[src/rtl/spi_pkg.sv]
// Shared types and helpers for the configurable SPI controller.
package spi_pkg;

  typedef enum logic [1:0] {
    ST_IDLE  = 2'd0,
    ST_SETUP = 2'd1,
    ST_SHIFT = 2'd2,
    ST_HOLD  = 2'd3
  } state_e;

  // Bit positions inside the 2-bit {CPOL,CPHA} mode field
  localparam int unsigned MODE_CPOL = 1;
  localparam int unsigned MODE_CPHA = 0;

  // Bits needed to hold the values 0..n-1 (never less than one bit)
  function automatic int unsigned bits_for_count(input int unsigned n);
    return (n <= 2) ? 1 : $clog2(n);
  endfunction

endpackage

[src/rtl/spi_clk_gen.sv]
// Divider that emits a one-cycle tick every CLK_DIV clocks while enabled.
module spi_clk_gen
  import spi_pkg::*;
#(
  parameter int unsigned CLK_DIV = 2
) (
  input  logic clk_i,
  input  logic rst_ni,
  input  logic en_i,
  output logic tick_o
);

  localparam int unsigned    CW   = bits_for_count(CLK_DIV);
  localparam logic [CW-1:0] LAST = CW'(CLK_DIV - 1);

  logic [CW-1:0] cnt_q, cnt_d;

  assign tick_o = en_i && (cnt_q == LAST);

  // Held at zero while disabled so every enable starts a full period
  always_comb begin
    cnt_d = cnt_q;
    if (!en_i) begin
      cnt_d = '0;
    end else if (tick_o) begin
      cnt_d = '0;
    end else begin
      cnt_d = cnt_q + 1'b1;
    end
  end

  always_ff @(posedge clk_i or negedge rst_ni) begin
    if (!rst_ni) begin
      cnt_q <= '0;
    end else begin
      cnt_q <= cnt_d;
    end
  end

endmodule

[src/rtl/spi_controller_cfg.sv]
// Full-duplex SPI controller: configurable width, SCLK divider, per-transfer
// CPOL/CPHA and bit order. SCLK, CS and COPI are plain registers on i_clk.
module spi_controller_cfg
  import spi_pkg::*;
#(
  parameter int unsigned DATA_WIDTH = 8,
  parameter int unsigned CLK_DIV    = 2,
  parameter bit          MSB_FIRST  = 1'b1
) (
  input  logic                  i_clk,
  input  logic                  i_reset_n,
  input  logic [DATA_WIDTH-1:0] i_tx_data,
  input  logic                  i_tx_dv,
  input  logic [1:0]            i_mode,
  output logic                  o_tx_ready,
  output logic                  o_rx_dv,
  output logic [DATA_WIDTH-1:0] o_rx_data,
  output logic                  o_spi_clk,
  output logic                  o_spi_copi,
  input  logic                  i_spi_cipo,
  output logic                  o_spi_cs_n
);

  localparam int unsigned    EW        = bits_for_count(2 * DATA_WIDTH + 1);
  localparam logic [EW-1:0] LAST_EDGE = EW'(2 * DATA_WIDTH - 1);

  function automatic logic head_bit(input logic [DATA_WIDTH-1:0] v);
    return MSB_FIRST ? v[DATA_WIDTH-1] : v[0];
  endfunction

  function automatic logic [DATA_WIDTH-1:0] advance(input logic [DATA_WIDTH-1:0] v);
    return MSB_FIRST ? (v << 1) : (v >> 1);
  endfunction

  state_e                state_q, state_d;
  logic [DATA_WIDTH-1:0] tx_sh_q, tx_sh_d, rx_sh_q, rx_sh_d, rx_data_q, rx_data_d;
  logic [EW-1:0]         edge_q, edge_d;
  logic [1:0]            mode_q, mode_d;
  logic                  ready_q, ready_d, rx_dv_q, rx_dv_d;
  logic                  sclk_q, sclk_d, copi_q, copi_d, cs_n_q, cs_n_d;
  logic                  tick, clk_en, accept, edge_now, leading, sample;

  assign accept   = i_tx_dv && ready_q;
  assign clk_en   = (state_q != ST_IDLE);
  // The tick that ends SETUP is SCLK edge 1; SHIFT carries edges 2..2W
  assign edge_now = tick && ((state_q == ST_SETUP) || (state_q == ST_SHIFT));
  assign leading  = ~edge_q[0];
  assign sample   = leading ^ mode_q[MODE_CPHA];

  spi_clk_gen #(.CLK_DIV(CLK_DIV)) u_clk_gen (
    .clk_i  (i_clk),
    .rst_ni (i_reset_n),
    .en_i   (clk_en),
    .tick_o (tick)
  );

  always_ff @(posedge i_clk or negedge i_reset_n) begin
    if (!i_reset_n) begin
      state_q <= ST_IDLE;
    end else begin
      state_q <= state_d;
    end
  end

  always_comb begin
    state_d = state_q;
    case (state_q)
      ST_IDLE:  if (accept) state_d = ST_SETUP;
      ST_SETUP: if (tick) state_d = ST_SHIFT;
      ST_SHIFT: if (tick && (edge_q == LAST_EDGE)) state_d = ST_HOLD;
      ST_HOLD:  if (tick) state_d = ST_IDLE;
      default:  state_d = ST_IDLE;
    endcase
  end

  always_comb begin
    tx_sh_d   = tx_sh_q;
    rx_sh_d   = rx_sh_q;
    rx_data_d = rx_data_q;
    edge_d    = edge_q;
    mode_d    = mode_q;
    ready_d   = ready_q;
    rx_dv_d   = 1'b0;
    sclk_d    = sclk_q;
    copi_d    = copi_q;
    cs_n_d    = cs_n_q;
    case (state_q)
      ST_IDLE: begin
        sclk_d = mode_q[MODE_CPOL];
        if (accept) begin
          // New CPOL lands together with CS falling, before any SCLK edge
          ready_d = 1'b0;
          cs_n_d  = 1'b0;
          mode_d  = i_mode;
          sclk_d  = i_mode[MODE_CPOL];
          edge_d  = '0;
          rx_sh_d = '0;
          if (!i_mode[MODE_CPHA]) begin
            copi_d  = head_bit(i_tx_data);
            tx_sh_d = advance(i_tx_data);
          end else begin
            copi_d  = 1'b0;
            tx_sh_d = i_tx_data;
          end
        end
      end
      ST_HOLD: begin
        if (tick) begin
          cs_n_d    = 1'b1;
          rx_dv_d   = 1'b1;
          rx_data_d = rx_sh_q;
          ready_d   = 1'b1;
          copi_d    = 1'b0;
        end
      end
      default: ;
    endcase
    if (edge_now) begin
      sclk_d = ~sclk_q;
      edge_d = edge_q + 1'b1;
      if (sample) begin
        rx_sh_d = MSB_FIRST ? {rx_sh_q[DATA_WIDTH-2:0], i_spi_cipo}
                            : {i_spi_cipo, rx_sh_q[DATA_WIDTH-1:1]};
      end else if (edge_q != LAST_EDGE) begin
        copi_d  = head_bit(tx_sh_q);
        tx_sh_d = advance(tx_sh_q);
      end
    end
  end

  always_ff @(posedge i_clk or negedge i_reset_n) begin
    if (!i_reset_n) begin
      tx_sh_q   <= '0;
      rx_sh_q   <= '0;
      rx_data_q <= '0;
      edge_q    <= '0;
      mode_q    <= 2'b00;
      ready_q   <= 1'b1;
      rx_dv_q   <= 1'b0;
      sclk_q    <= 1'b0;
      copi_q    <= 1'b0;
      cs_n_q    <= 1'b1;
    end else begin
      tx_sh_q   <= tx_sh_d;
      rx_sh_q   <= rx_sh_d;
      rx_data_q <= rx_data_d;
      edge_q    <= edge_d;
      mode_q    <= mode_d;
      ready_q   <= ready_d;
      rx_dv_q   <= rx_dv_d;
      sclk_q    <= sclk_d;
      copi_q    <= copi_d;
      cs_n_q    <= cs_n_d;
    end
  end

  assign o_tx_ready = ready_q;
  assign o_rx_dv    = rx_dv_q;
  assign o_rx_data  = rx_data_q;
  assign o_spi_clk  = sclk_q;
  assign o_spi_copi = copi_q;
  assign o_spi_cs_n = cs_n_q;

endmodule

[config.mk]
export PLATFORM = sky130hd
export DESIGN_NAME = spi_controller_cfg
export DESIGN_NICKNAME = d
export VERILOG_FILES = /design/src/rtl/spi_pkg.sv /design/src/rtl/spi_clk_gen.sv /design/src/rtl/spi_controller_cfg.sv
export SDC_FILE = /design/constraint.sdc
export NUM_CORES = 1
export LEC_CHECK = 0
export ABC_AREA = 1
export BUFFER_PORTS_ARGS = -buffer_cell sky130_fd_sc_hd__buf_4
export CORE_MARGIN = 2
export CORE_UTILIZATION = 51
export DETAILED_ROUTE_END_ITERATION = 8
export PLACE_DENSITY_LB_ADDON = 0.12
export SLEW_MARGIN = 20
export SYNTH_ARGS = -nofsm -noshare
export SYNTH_HDL_FRONTEND = slang
export SYNTH_HIERARCHICAL = 1
export SYNTH_SLANG_ARGS = --single-unit
[constraint.sdc]
create_clock -name i_clk -period 1.5 [get_ports i_clk]
set_input_delay 0.3 -clock i_clk [delete_from_list [all_inputs] [get_ports i_clk]]
set_output_delay 0.3 -clock i_clk [all_outputs]
set_load 0.005 [all_outputs]
---- Word level (Yosys, flattened, before mapping) ----
Index checks and enable logic that the tools add are counted.
word-level totals
  register bits after elaboration ......... 38
  latch bits .............................. 0
  bits in writable memories ............... 0
  bits in read-only memories .............. 0
  output and inout bits ................... 13
  word-level logic and storage cells ...... 75
  memories kept ........................... 0
cells by class
  add/sub/neg operators ................... 2
  $mul .................................... 0
  div/mod/pow operators ................... 0
  order comparisons ....................... 0
  equality and inequality tests ........... 9
  shift-type cells ........................ 0
  multiplexer cells ....................... 35
  bitwise logic cells ..................... 3
  reductions and logical operators ........ 15
operators with widths
  operator             count
  $mux 8               10
  $mux 1               15
  $mux 5               3
  $mux 2               4
  $pmux 2 s4           1
  $reduce_bool 2->1    4
  $ne 2x2->1 const B   3
  $reduce_and 2->1     3
  $add 5x1->5 const B  1
  $eq 5x4->1 const B   1
  $ne 5x4->1 const B   1
  $eq 2x2->1 const B   2
  $logic_and 1x1->1    4
  $pmux 1 s2           2
  $reduce_and 4->1     1
  $reduce_and 3->1     1
  $eq 2x1->1 const B   1
  $logic_not 2->1      1
  $ne 2x1->1 const B   1
  $not 1->1            2
  $add 1x1->1 const B  1
  $logic_or 1x1->1     1
  $xor 1x1->1          1

---- Longest topological paths before layout ----
Gate-level depths: netlist of the first run.
  word-level depth ........................ 7
  mapped depth ............................ 12

---- By module ----
Netlist of the first run, hierarchy kept.
modules (own cells, without submodules)
  module              instances  cells each  area an instance (µm²)
  spi_controller_cfg  1          215         1874.3
  spi_clk_gen         1          5           42.5

---- Worst setup path before layout of the first run ----
No wires, ideal clock.
  kind .................................... flip-flop to flip-flop
  from .................................... reg state_q[0]
  to ...................................... reg rx_sh_q[5]
  library setup time ...................... 121 ps
  arrival ................................. 1494 ps
  required time ........................... 1379 ps
  slack ................................... -115 ps
  stages on the path, launching flop included .. 12
  clock period less this slack ............ 1615 ps
  cell sequence ........................... dfrtp_1 > inv_1 > ha_1 > inv_1 > nand2_1 > inv_1 > nand2_2 > inv_2 > nand2_4 > buf_6 > nand3_1 > o21ai_1
on the way
  cells in the longest elaborated chain, start to end .. 4
RTL lines
  element                 line                       source
  start, declared         spi_controller_cfg.sv:35   state_e state_q, state_d;
  start signal, assigned  spi_controller_cfg.sv:61   state_q <= state_d;
  $reduce_bool 2->1       spi_controller_cfg.sv:44   assign clk_en = (state_q != ST_IDLE);
  via clk_en              spi_controller_cfg.sv:41   logic tick, clk_en, accept, edge_now, leading, sample;
  $logic_and 1x1->1       spi_clk_gen.sv:18          assign tick_o = en_i && (cnt_q == LAST);
  via tick                spi_controller_cfg.sv:41
  $logic_and 1x1->1       spi_controller_cfg.sv:46   assign edge_now = tick && ((state_q == ST_SETUP) || (state_q == ST_SHIFT));
  $mux 8                  spi_controller_cfg.sv:118  if (edge_now) begin
  via rx_sh_d[5]          spi_controller_cfg.sv:36   logic [DATA_WIDTH-1:0] tx_sh_q, tx_sh_d, rx_sh_q, rx_sh_d, rx_data_q, rx_data_d;
  end signal, assigned    spi_controller_cfg.sv:145  rx_sh_q <= rx_sh_d;
  end, declared           spi_controller_cfg.sv:36
The timed path passes the listed nets, and every way through them passes these cells.
A chain may end at the register's enable or synchronous reset.

---- Worst setup path in the final report of the first run ----
  from .................................... reg state_q[1]
  to ...................................... reg state_q[0]
on the way
  cells in the longest elaborated chain, start to end .. 5
RTL lines
  element                     line                      source
  $reduce_bool 2->1           spi_controller_cfg.sv:44
  $logic_and 1x1->1           spi_clk_gen.sv:18
  $logic_and 1x1->1           spi_controller_cfg.sv:70  ST_SHIFT: if (tick && (edge_q == LAST_EDGE)) state_d = ST_HOLD;
  $ne 2x1->1 (no line)        --
  $reduce_and 4->1 (no line)  --
Parallel ways exist; a longest one is shown, timed or not.

==> summary.md, run 1 <==
| Metric | Value |
|---|---|
| H-tree Lvls | 2 |
| NetSw | 0.425 mW |
| Synthesized Nets | 240 |
| Fmax | 674 MHz |
| Row count | 22 |
| Placer Congestion | 0.811 |
| DIE AREA | 0.00426 mm^2 |
| CTS Buf Count | 5 |
| Pwr dens | 804 mW/mm^2 |
| Met3 Track Usage GR | 4.79% |
| Dpl hpwl | 2540 um |
| Post-synthesis register bit count | 38 |
| Sw Share | 21.6% |
| Tot GR Track Use | 19.5% |
| Count of pins over their slew limit | 0 |
| Post-synthesis sequential area ratio | 49.7% |
| Clock sinks | 38 |
| Critical Path AT | 1.67 ns |
| GR peak layer | met2 |
| Met1 usage | 25.3% |
| CTS Buffer Depth | 2 |
| Most frequent cells in the layout | 62 x nand2_1, 41 x buf_4, 37 x dfrtp_1 |
| I/O pin count | 27 |
| Number of global-route vias before repair | 1451 |
| Ant. Diodes | 0 |
| Hold endpoint | rx_sh_q[0] |
| Synth-to-layout area growth | 27.9% |
| Number of remaining DRC errors | 0 |
| Seq pwr share | 51.9% |
| Skew final | 0.0107 ns |
| Layout Cells excl Fill | 314 |
| Layout cell share with drive strength beyond 1 | 35.0% |
| RSZ-0062 raised after global routing | true |
| Worst R2R Path Depth | 7 |
| Post-Syn Area | 0.00192 mm^2 |
| Avg WL per Cell | 11.9 um |
| Root Buffer | clkbuf_8 |
| Total congestion overflow | 0 |
| Met2 usage | 31.5% |
| Final Hold Viols | 0 |
| Pint | 1.55 mW |
| Vias per std cell | 4.93 |
| Starting Density | 52.8% |
| CTS tree | yes |
| Flop2flop setup slack | 0.02 ns |
| Die X | 65.3 um |
| Pleak | 1.27 nW |
| CP Launch Point | state_q[1] |
| Syn. warnings | 6 |
| Largest net degree at the start of global routing | 39 |
| WHS | 0.255 ns |
| Design area | 0.00245 mm^2 |
| DR pass1 iterations | 4 |
| Synthesized area per cell | 8.71 um^2 |
| WL final | 3720 um |
| Synth cell types | 30 |
| Min-Delay Path Class | in -> reg |
| Placed Instances | 297 |
| Mapped Cells | 220 |
| DR iter-0 viols | 107 |
| Status | complete, no violations |
| Via count | 1547 |
| Startpoint Class | flip-flop |
| CP max FO | 4 |
| RR Startpoint | state_q[1] |
| Worst endpoint required time | 1.69 ns |
| Initial antenna violation count | 0 |
| Die height | 65.3 um |
| Worst R2R End | state_q[0] |
| First-pass GRT wire length | 6330 um |
| # setup viols final | 0 |
| Clock Pin Slew Worst Setup and Hold Paths | 0.08 ns |
| Kind of critical path | reg -> reg |
| Max_slew headroom | 69.0% |
| Worst Tran Pin Value | 0.465 ns |
| Gate power share | 3.5% |
| Most common cell after layout, fill and taps aside | nand2_1 |
| Hold path depth | 3 |
| DP Area | 0.00221 mm^2 |
| Quantity of I/O buffers inserted on ports | 26 |
| Hold path startpoint | i_spi_cipo |
| CP Capture Type | flip-flop |
| Max Cap Viol | 0 |
| Core box area | 0.00363 mm^2 |
| Worst VDD drop | 0.580 mV |
| Detail Route Antenna Nets | 0 |
| Clk_lat worst skew | 0.30 ns |
| Fin crit period | 1.48 ns |
| Final nets | 285 |
| Setup_tns | 0 ns |
| Clock group share of total power | 44.6% |
| Tcrit/Tclk final | 98.9% |
| Util after Layout | 67.5% |
flip-flops by register name, indices dropped and copies added (netlist names):
| name | count |
|---|---|
| edge_q | 5 |
| mode_q | 2 |
| o_rx_data | 8 |
| o_rx_dv | 1 |
| o_spi_clk | 1 |
| o_spi_copi | 1 |
| o_spi_cs_n | 1 |
| rx_sh_q | 8 |
| state_q | 2 |
| tx_sh_q | 8 |
| u_clk_gen/cnt_q | 1 |
metal layers:
metal,up-vias,part of all wire (%)
met1,697,46
met5,-,0
li1,802,-
met4,0,2.2
met2,40,47
met3,8,4.7
layout make-up:
| type | count | area (um^2) |
|---|---|---|
| Clock buffer | 5 | 68.8 |
| Clock inverter | 3 | 45.0 |
| Fill cell | 325 | 1180 |
| Inverter | 28 | 118 |
| Multi-Input combinational cell | 149 | 871 |
| Sequential cell | 38 | 952 |
| Tap cell | 48 | 60.1 |
| Timing Repair Buffer | 43 | 338 |
power by group through the flow:
stage | registers, mW | clock network, mW | logic, mW
detailed placement | 1.04 | 0 | 0.0690
global placement | 1.04 | 0 | 0.0683
CTS | 1.02 | 0.900 | 0.0712
floorplan | 1.04 | 0 | 0.0170
finish | 1.02 | 0.880 | 0.0686
global route | 1.02 | 0.929 | 0.0798
critical path: stages (launching register included):
cell,delay (ns)
dfrtp_1,0.40
buf_4,0.14
buf_4,0.13
ha_1,0.24
o21ai_1,0.20
nand3_2,0.13
nand2_1,0.07
o21ai_1,0.06
logic make-up (layout without fill, tap and decap cells):
logic type               count (synthesis)  in the layout  share of synthesized area, %
buffers and inverters                   34             79                          8.49
flip-flops                              38             38                          49.7
AND/OR/NAND/NOR                        104            105                          25.0
AO/OA/AOI/OAI                           38             38                          12.9
adder cells (fa/ha/maj)                  6              6                          3.92
worst max path at each step:
stage,endpoint,depth (start not counted)
floorplan,rx_sh_q[5],11
global placement,tx_sh_q[3],11
detailed placement,tx_sh_q[4],9
CTS,o_spi_copi,9
global route,o_spi_copi,11
finish,state_q[0],7
stage by stage:
| stage | power (mW) | setup WS [ns] |
|---|---|---|
| final | 1.97 | 0.0160 |
| after global routing | 2.03 | -0.0692 |
| after CTS | 1.99 | 0.00151 |
| after detailed placement | 1.11 | -0.0246 |
| after global placement | 1.11 | 0.00890 |
| after floorplan | 1.06 | 0.0315 |
synth_stat cells (all sizes together):
master | count | area [um^2]
nand2 | 73 | 299
dfrtp | 37 | 926
inv | 27 | 101
o21ai | 26 | 149
nand3 | 21 | 133
nor2 | 10 | 47.6
ha | 6 | 75.1
o211ai | 6 | 60.1
buf | 5 | 48.8
a21oi | 2 | 10.0
a22oi | 1 | 7.51
clkbuf | 1 | 3.75
clkinv | 1 | 8.76
dfstp | 1 | 26.3
o21a | 1 | 7.51
o21bai | 1 | 7.51
o22ai | 1 | 6.26
repair_timing:
item / 4_1_cts / 5_1_grt
endpoints found under the setup margin: 11 / 30
cloned: 0 / 1
gates resized for setup: 3 / 22
setup buffers: 0 / 7
pin swaps: 0 / 10
hold buffers: 1 / 0
hold endpoints to repair: 37 / 0
(Power assumes the default switching activity.)
==> run 2: changes to the inputs <==
- CORE_UTILIZATION: 51 -> 53
- CTS_CLUSTER_DIAMETER: default -> 80
- clock period: 1.5 -> 1.8 ns (I/O delays scaled with it)
==> run 2 against run 1 <==
Net effect: flip-flop and latch count is the same; first-iteration DRC count shrank 19%; sequential power is 16% lower; via count shrank 4.4%; total power fell by 17%; critical path depth is 4 higher; worst setup slack improved by 0.16 ns; clock power shrank 17%; highest routed layer unchanged.
==> summary.md, run 2 (synthesis gave the netlist of run 1 again) <==
| Metric | Value |
|---|---|
| Tot Pwr | 1.64 mW (was 1.97 mW) |
| Die height | 64.1 um (was 65.3 um) |
| Design area | 0.00226 mm^2 (was 0.00245 mm^2) |
| Max Cap Viol | 0 (unchanged) |
| Clock sinks | 38 (unchanged) |
| Startpoint Class | flip-flop (unchanged) |
| Synth-to-layout area growth | 18.1% (was 27.9%) |
| Setup ws final | 0.175 ns (was 0.0160 ns) |
| Count of pins over their slew limit | 0 (unchanged) |
| Setup_tns | 0 ns (unchanged) |
| Skew final | 0.00809 ns (was 0.0107 ns) |
| Dpl hpwl | 2340 um (was 2540 um) |
| Place WS | 0.188 ns (was -0.0246 ns) |
| I/O pin count | 27 (unchanged) |
| Ant. Diodes | 0 (unchanged) |
| Worst endpoint required time | 2.10 ns (was 1.69 ns) |
| Row count | 21 (was 22) |
| WL final | 3410 um (was 3720 um) |
| Final nets | 271 (was 285) |
| Avg WL per Cell | 11.4 um (was 11.9 um) |
| Fin crit period | 1.63 ns (was 1.48 ns) |
| H-tree Lvls | 2 (unchanged) |
| DIE AREA | 0.00411 mm^2 (was 0.00426 mm^2) |
| CP max FO | 10 (was 4) |
| Most frequent cells in the layout | 66 x nand2_1, 37 x dfrtp_1, 29 x buf_4 (was 62 x nand2_1, 41 x buf_4, 37 x dfrtp_1) |
| Pleak | 1.20 nW (was 1.27 nW) |
| Clk_lat worst skew | 0.35 ns (was 0.30 ns) |
| Most common cell after layout, fill and taps aside | nand2_1 (unchanged) |
| Root Buffer | clkbuf_4 (was clkbuf_8) |
| CP Capture Type | flip-flop (unchanged) |
| Largest net degree at the start of global routing | 39 (unchanged) |
| WHS | 0.248 ns (was 0.255 ns) |
| Pwr dens | 724 mW/mm^2 (was 804 mW/mm^2) |
| CTS tree | yes (unchanged) |
| Number of global-route vias before repair | 1362 (was 1451) |
| Via count | 1479 (was 1547) |
| Layout cell share with drive strength beyond 1 | 25.4% (was 35.0%) |
| RSZ-0062 raised after global routing | false (was true) |
| Final Hold Viols | 0 (unchanged) |
| Clock Pin Slew Worst Setup and Hold Paths | 0.12 ns (was 0.08 ns) |
| Worst VDD drop | 0.395 mV (was 0.580 mV) |
| First-pass GRT wire length | 6130 um (was 6330 um) |
| DR pass1 iterations | 4 (unchanged) |
| Min-Delay Path Class | in -> reg (unchanged) |
| Starting Density | 56.1% (was 52.8%) |
| # setup viols final | 0 (unchanged) |
| Quantity of I/O buffers inserted on ports | 26 (unchanged) |
| Worst Tran Pin Value | 0.467 ns (was 0.465 ns) |
| DR iter-0 viols | 87 (was 107) |
| Fmax | 615 MHz (was 674 MHz) |
| Tot GR Track Use | 19.2% (was 19.5%) |
| Critical Path AT | 1.92 ns (was 1.67 ns) |
| Initial antenna violation count | 0 (unchanged) |
| Placer Congestion | 0.785 (was 0.811) |
| Vias per std cell | 4.96 (was 4.93) |
| Fill count | 293 (was 325) |
| DP Area | 0.00213 mm^2 (was 0.00221 mm^2) |
| Total congestion overflow | 0 (unchanged) |
| Tcrit/Tclk final | 90.3% (was 98.9%) |
| CTS Buffer Depth | 2 (unchanged) |
| CTS Buf Count | 5 (unchanged) |
| Max_slew headroom | 68.9% (was 69.0%) |
| Status | complete, no violations (unchanged) |
| Die X | 64.1 um (was 65.3 um) |
| Number of remaining DRC errors | 0 (unchanged) |
| Detail Route Antenna Nets | 0 (unchanged) |
| Kind of critical path | reg -> reg (unchanged) |
| Core box area | 0.00342 mm^2 (was 0.00363 mm^2) |
-- run 2: through the flow --
step	instances	util (%)
2_1_floorplan	220	-
3_3_place_gp	288	62.4
3_5_place_dp	288	62.4
4_1_cts	297	65.8
5_1_grt	298	66.3
6_report	298	66.3
-- run 2: final cells by class --
type | instances | area, um^2 | area share, %
flip-flops and latches | 38 | 952 | 42.1
clock buffers | 5 | 37.5 | 1.66
multi-input cells | 148 | 810 | 35.8
well taps | 46 | 57.6 | 2.54
clock inverters | 3 | 68.8 | 3.04
inverters | 28 | 110 | 4.86
repair buffers | 30 | 228 | 10.1
-- run 2: final timing paths --
kind                                 start              end  slack (ns)  cells past startpoint
setup / recovery                state_q[0]       tx_sh_q[4]        0.17                     11
hold / removal                  i_spi_cipo       rx_sh_q[0]        0.25                      3
setup reg to reg                state_q[0]       tx_sh_q[4]        0.17                     11
hold reg to reg            u_clk_gen/cnt_q  u_clk_gen/cnt_q        0.44                      1
max in group asynchronous        i_reset_n       o_spi_cs_n        0.94                      2
min in group asynchronous        i_reset_n     o_rx_data[0]        0.51                      2
-- run 2: power by group --
part | switching [mW] | internal, mW
clock network | 0.294 | 0.434
registers | 0 | 0.853
logic | 0.0339 | 0.0237
-- run 2: timing repair --
item	4_1_cts	5_1_grt
resized for setup	0	2
hold buffers	1	0
hold endpoints to repair	37	0
buffers inserted	0	1
endpoints found under the setup margin	0	5
-- run 2: worst max-delay path: stages, from the launching register on --
cell and delay [ns]:
dfrtp_1 0.40, inv_1 0.07, ha_1 0.21, inv_1 0.07, nand2_1 0.05, inv_1 0.15
nand2_4 0.11, nor2_4 0.12, nand2_4 0.11, inv_2 0.14, nand2_1 0.09, nand2_2 0.06
-- run 2: routing by layer --
metal / GRT usage (%) / routed length [um]
met5: 0 / 0
met4: 4.79 / 18
met3: 6.34 / 151
met2: 30.5 / 1580
met1: 25.4 / 1660
==> run 3: changes to the inputs <==
- CORE_UTILIZATION: 53 -> 39
- TNS_END_PERCENT: default -> 30
==> run 3 against run 2 <==
Net effect: total power is 0.58% higher; register-to-register slack hardly changed; utilization is 18 points lower; cell area is 1.1% higher; highest routed layer unchanged.
==> summary.md, run 3 (synthesis gave the netlist of run 1 again) <==
| Metric | Value |
|---|---|
| Status | complete, no violations (unchanged) |
| Clk_lat worst skew | 0.29 ns (was 0.35 ns) |
| Vias per std cell | 4.68 (was 4.96) |
| Tot GR Track Use | 15.0% (was 19.2%) |
| Quantity of I/O buffers inserted on ports | 26 (unchanged) |
| CTS Buf Count | 5 (unchanged) |
| Min-Delay Path Class | in -> async (was in -> reg) |
| Starting Density | 40.6% (was 56.1%) |
| Clock sinks | 38 (unchanged) |
| Final Hold Viols | 0 (unchanged) |
| Slowest CP cell | dfrtp_1 (unchanged) |
| DIE AREA | 0.00549 mm^2 (was 0.00411 mm^2) |
| Worst R2R Path Depth | 11 (unchanged) |
| Fmax | 612 MHz (was 615 MHz) |
| Row count | 25 (was 21) |
| Core box area | 0.00472 mm^2 (was 0.00342 mm^2) |
| Critical path depth in cells | 11 (unchanged) |
| Placer Congestion | 0.816 (was 0.785) |
| Pleak | 1.20 nW (about the same) |
| Dpl hpwl | 2480 um (was 2340 um) |
| Setup_tns | 0 ns (unchanged) |
| Critical Path AT | 1.87 ns (was 1.92 ns) |
| Max Cap Viol | 0 (unchanged) |
| Final nets | 270 (was 271) |
| Number of global-route vias before repair | 1322 (was 1362) |
| Tcrit/Tclk final | 90.7% (was 90.3%) |
| Worst endpoint required time | 2.04 ns (was 2.10 ns) |
| # hold bufs at CTS | 0 (was 1) |
| Most common cell after layout, fill and taps aside | nand2_1 (unchanged) |
| DR pass1 iterations | 6 (was 4) |
| DR iter-0 viols | 66 (was 87) |
| # setup viols final | 0 (unchanged) |
| CP max FO | 10 (unchanged) |
| Die X | 74.1 um (was 64.1 um) |
| Pwr dens | 721 mW/mm^2 (was 724 mW/mm^2) |
| Die height | 74.1 um (was 64.1 um) |
| CTS Buffer Depth | 2 (unchanged) |
| Design area | 0.00229 mm^2 (was 0.00226 mm^2) |
| Area taken by multi-input logic gates | 810 um^2 (unchanged) |
| Count of pins over their slew limit | 0 (unchanged) |
| Setup ws final | 0.167 ns (was 0.175 ns) |
| CP top delay family | simple AND/OR/NAND/NOR gates (unchanged) |
| Most frequent cells in the layout | 66 x nand2_1, 37 x dfrtp_1, 29 x buf_4 (unchanged) |
| Largest net degree at the start of global routing | 39 (unchanged) |
| H-tree Lvls | 2 (unchanged) |
| Register area | 952 um^2 (unchanged) |
| Skew final | 0.00653 ns (was 0.00809 ns) |
| Most frequent cell on the critical path | inv_1 (unchanged) |
| Avg WL per Cell | 11.5 um (was 11.4 um) |
| Fill count | 457 (was 293) |
| Total congestion overflow | 0 (unchanged) |
| Worst Tran Pin Value | 0.495 ns (was 0.467 ns) |
| Worst VDD drop | 0.320 mV (was 0.395 mV) |
| Clock Pin Slew Worst Setup and Hold Paths | 0.08 ns (was 0.12 ns) |
| CP Capture Type | flip-flop (unchanged) |
| WL final | 3640 um (was 3410 um) |
| Root Buffer | clkbuf_8 (was clkbuf_4) |
| Fin crit period | 1.63 ns (about the same) |
| Ant. Diodes | 0 (unchanged) |
| Max_slew headroom | 67.0% (was 68.9%) |
| Slowest stage delay, CP | 0.41 ns (was 0.40 ns) |
| First-pass GRT wire length | 6310 um (was 6130 um) |
| Kind of critical path | reg -> reg (unchanged) |
| Via count | 1485 (was 1479) |
| Layout cell share with drive strength beyond 1 | 25.2% (was 25.4%) |
| Synth-to-layout area growth | 19.4% (was 18.1%) |
| DP Area | 0.00216 mm^2 (was 0.00213 mm^2) |
| Initial antenna violation count | 0 (unchanged) |
| Detail Route Antenna Nets | 0 (unchanged) |
| CTS tree | yes (unchanged) |
| CP Cell Sequence | inv_1 > ha_1 > inv_1 > nand2_1 > inv_1 > nand2_4 > nor2_4 > nand2_4 > inv_2 > nand2_1 > nand2_2 (unchanged) |
| I/O pin count | 27 (unchanged) |
| RSZ-0062 raised after global routing | false (unchanged) |
| WP buf/inv | 4 (unchanged) |
| Number of remaining DRC errors | 0 (unchanged) |
| Startpoint Class | flip-flop (unchanged) |
| Place WS | 0.148 ns (was 0.188 ns) |
-- run 3: changes by cell type in the layout (fill, tap and decap cells not counted), sizes merged --
cell,change
bufinv,-1
clkbuf,+1
clkinv,-1
dlygate4sd3,-1
-- run 3: power by group --
| part | internal, mW | switching, mW | total, mW |
|---|---|---|---|
| clock | 0.443 | 0.296 | 0.739 |
| sequential | 0.853 | 0 | 0.853 |
| combinational | 0.0223 | 0.0341 | 0.0564 |
-- run 3: area by class of cell --
class | count | area share (%)
sequential | 38 | 41.6
multi-input combinational | 148 | 35.4
timing repair buffer | 29 | 9.51
inverter | 28 | 4.92
tap | 67 | 3.66
clock buffer | 6 | 3.61
clock inverter | 1 | 1.31
-- run 3: what timing repair did --
action | in CTS | in global routing
buffers inserted | 0 | 1
resized for setup | 0 | 3
endpoints found under the setup margin | 0 | 22
-- run 3: through the flow --
| step | util, % | power [mW] | hold slack [ns] | cells |
|---|---|---|---|---|
| finish | 48.5 | 1.65 | 0.0271 | 317 |
| global route | 48.5 | 1.71 | 0.0685 | 317 |
| CTS | 48.1 | 1.67 | 0.0464 | 316 |
| detailed placement | 45.7 | 0.929 | 0.366 | 309 |
| global placement | 45.7 | 0.929 | 0.363 | 309 |
| floorplan | - | 0.884 | 0.0644 | 220 |
-- run 3: worst register-to-register path: stages, from the launching register on --
cell     delay, ns
dfrtp_1       0.41
inv_1         0.08
ha_1          0.19
inv_1         0.07
nand2_1       0.05
inv_1         0.15
nand2_4       0.12
nor2_4        0.12
nand2_4       0.11
inv_2         0.14
nand2_1       0.08
nand2_2       0.06
-- run 3: final timing paths --
path / start / endpoint / slack, ns
min in group i_clk: i_spi_cipo / rx_sh_q[0] / 0.30
worst min-delay path: i_reset_n / o_spi_copi / 0.03
worst max register to register: state_q[1] / tx_sh_q[5] / 0.17
worst max-delay path: state_q[1] / tx_sh_q[5] / 0.17
worst min register to register: u_clk_gen/cnt_q / u_clk_gen/cnt_q / 0.45
max in group asynchronous: i_reset_n / o_spi_cs_n / 1.41
-- run 3: metal layers --
metal / GRT usage (%) / vias to the layer above / routed length, um
li1: - / 763 / -
met1: 21.7 / 684 / 1790
met2: 21.3 / 32 / 1610
met3: 4.47 / 6 / 180
met4: 5.45 / 0 / 61
met5: 0 / - / 0
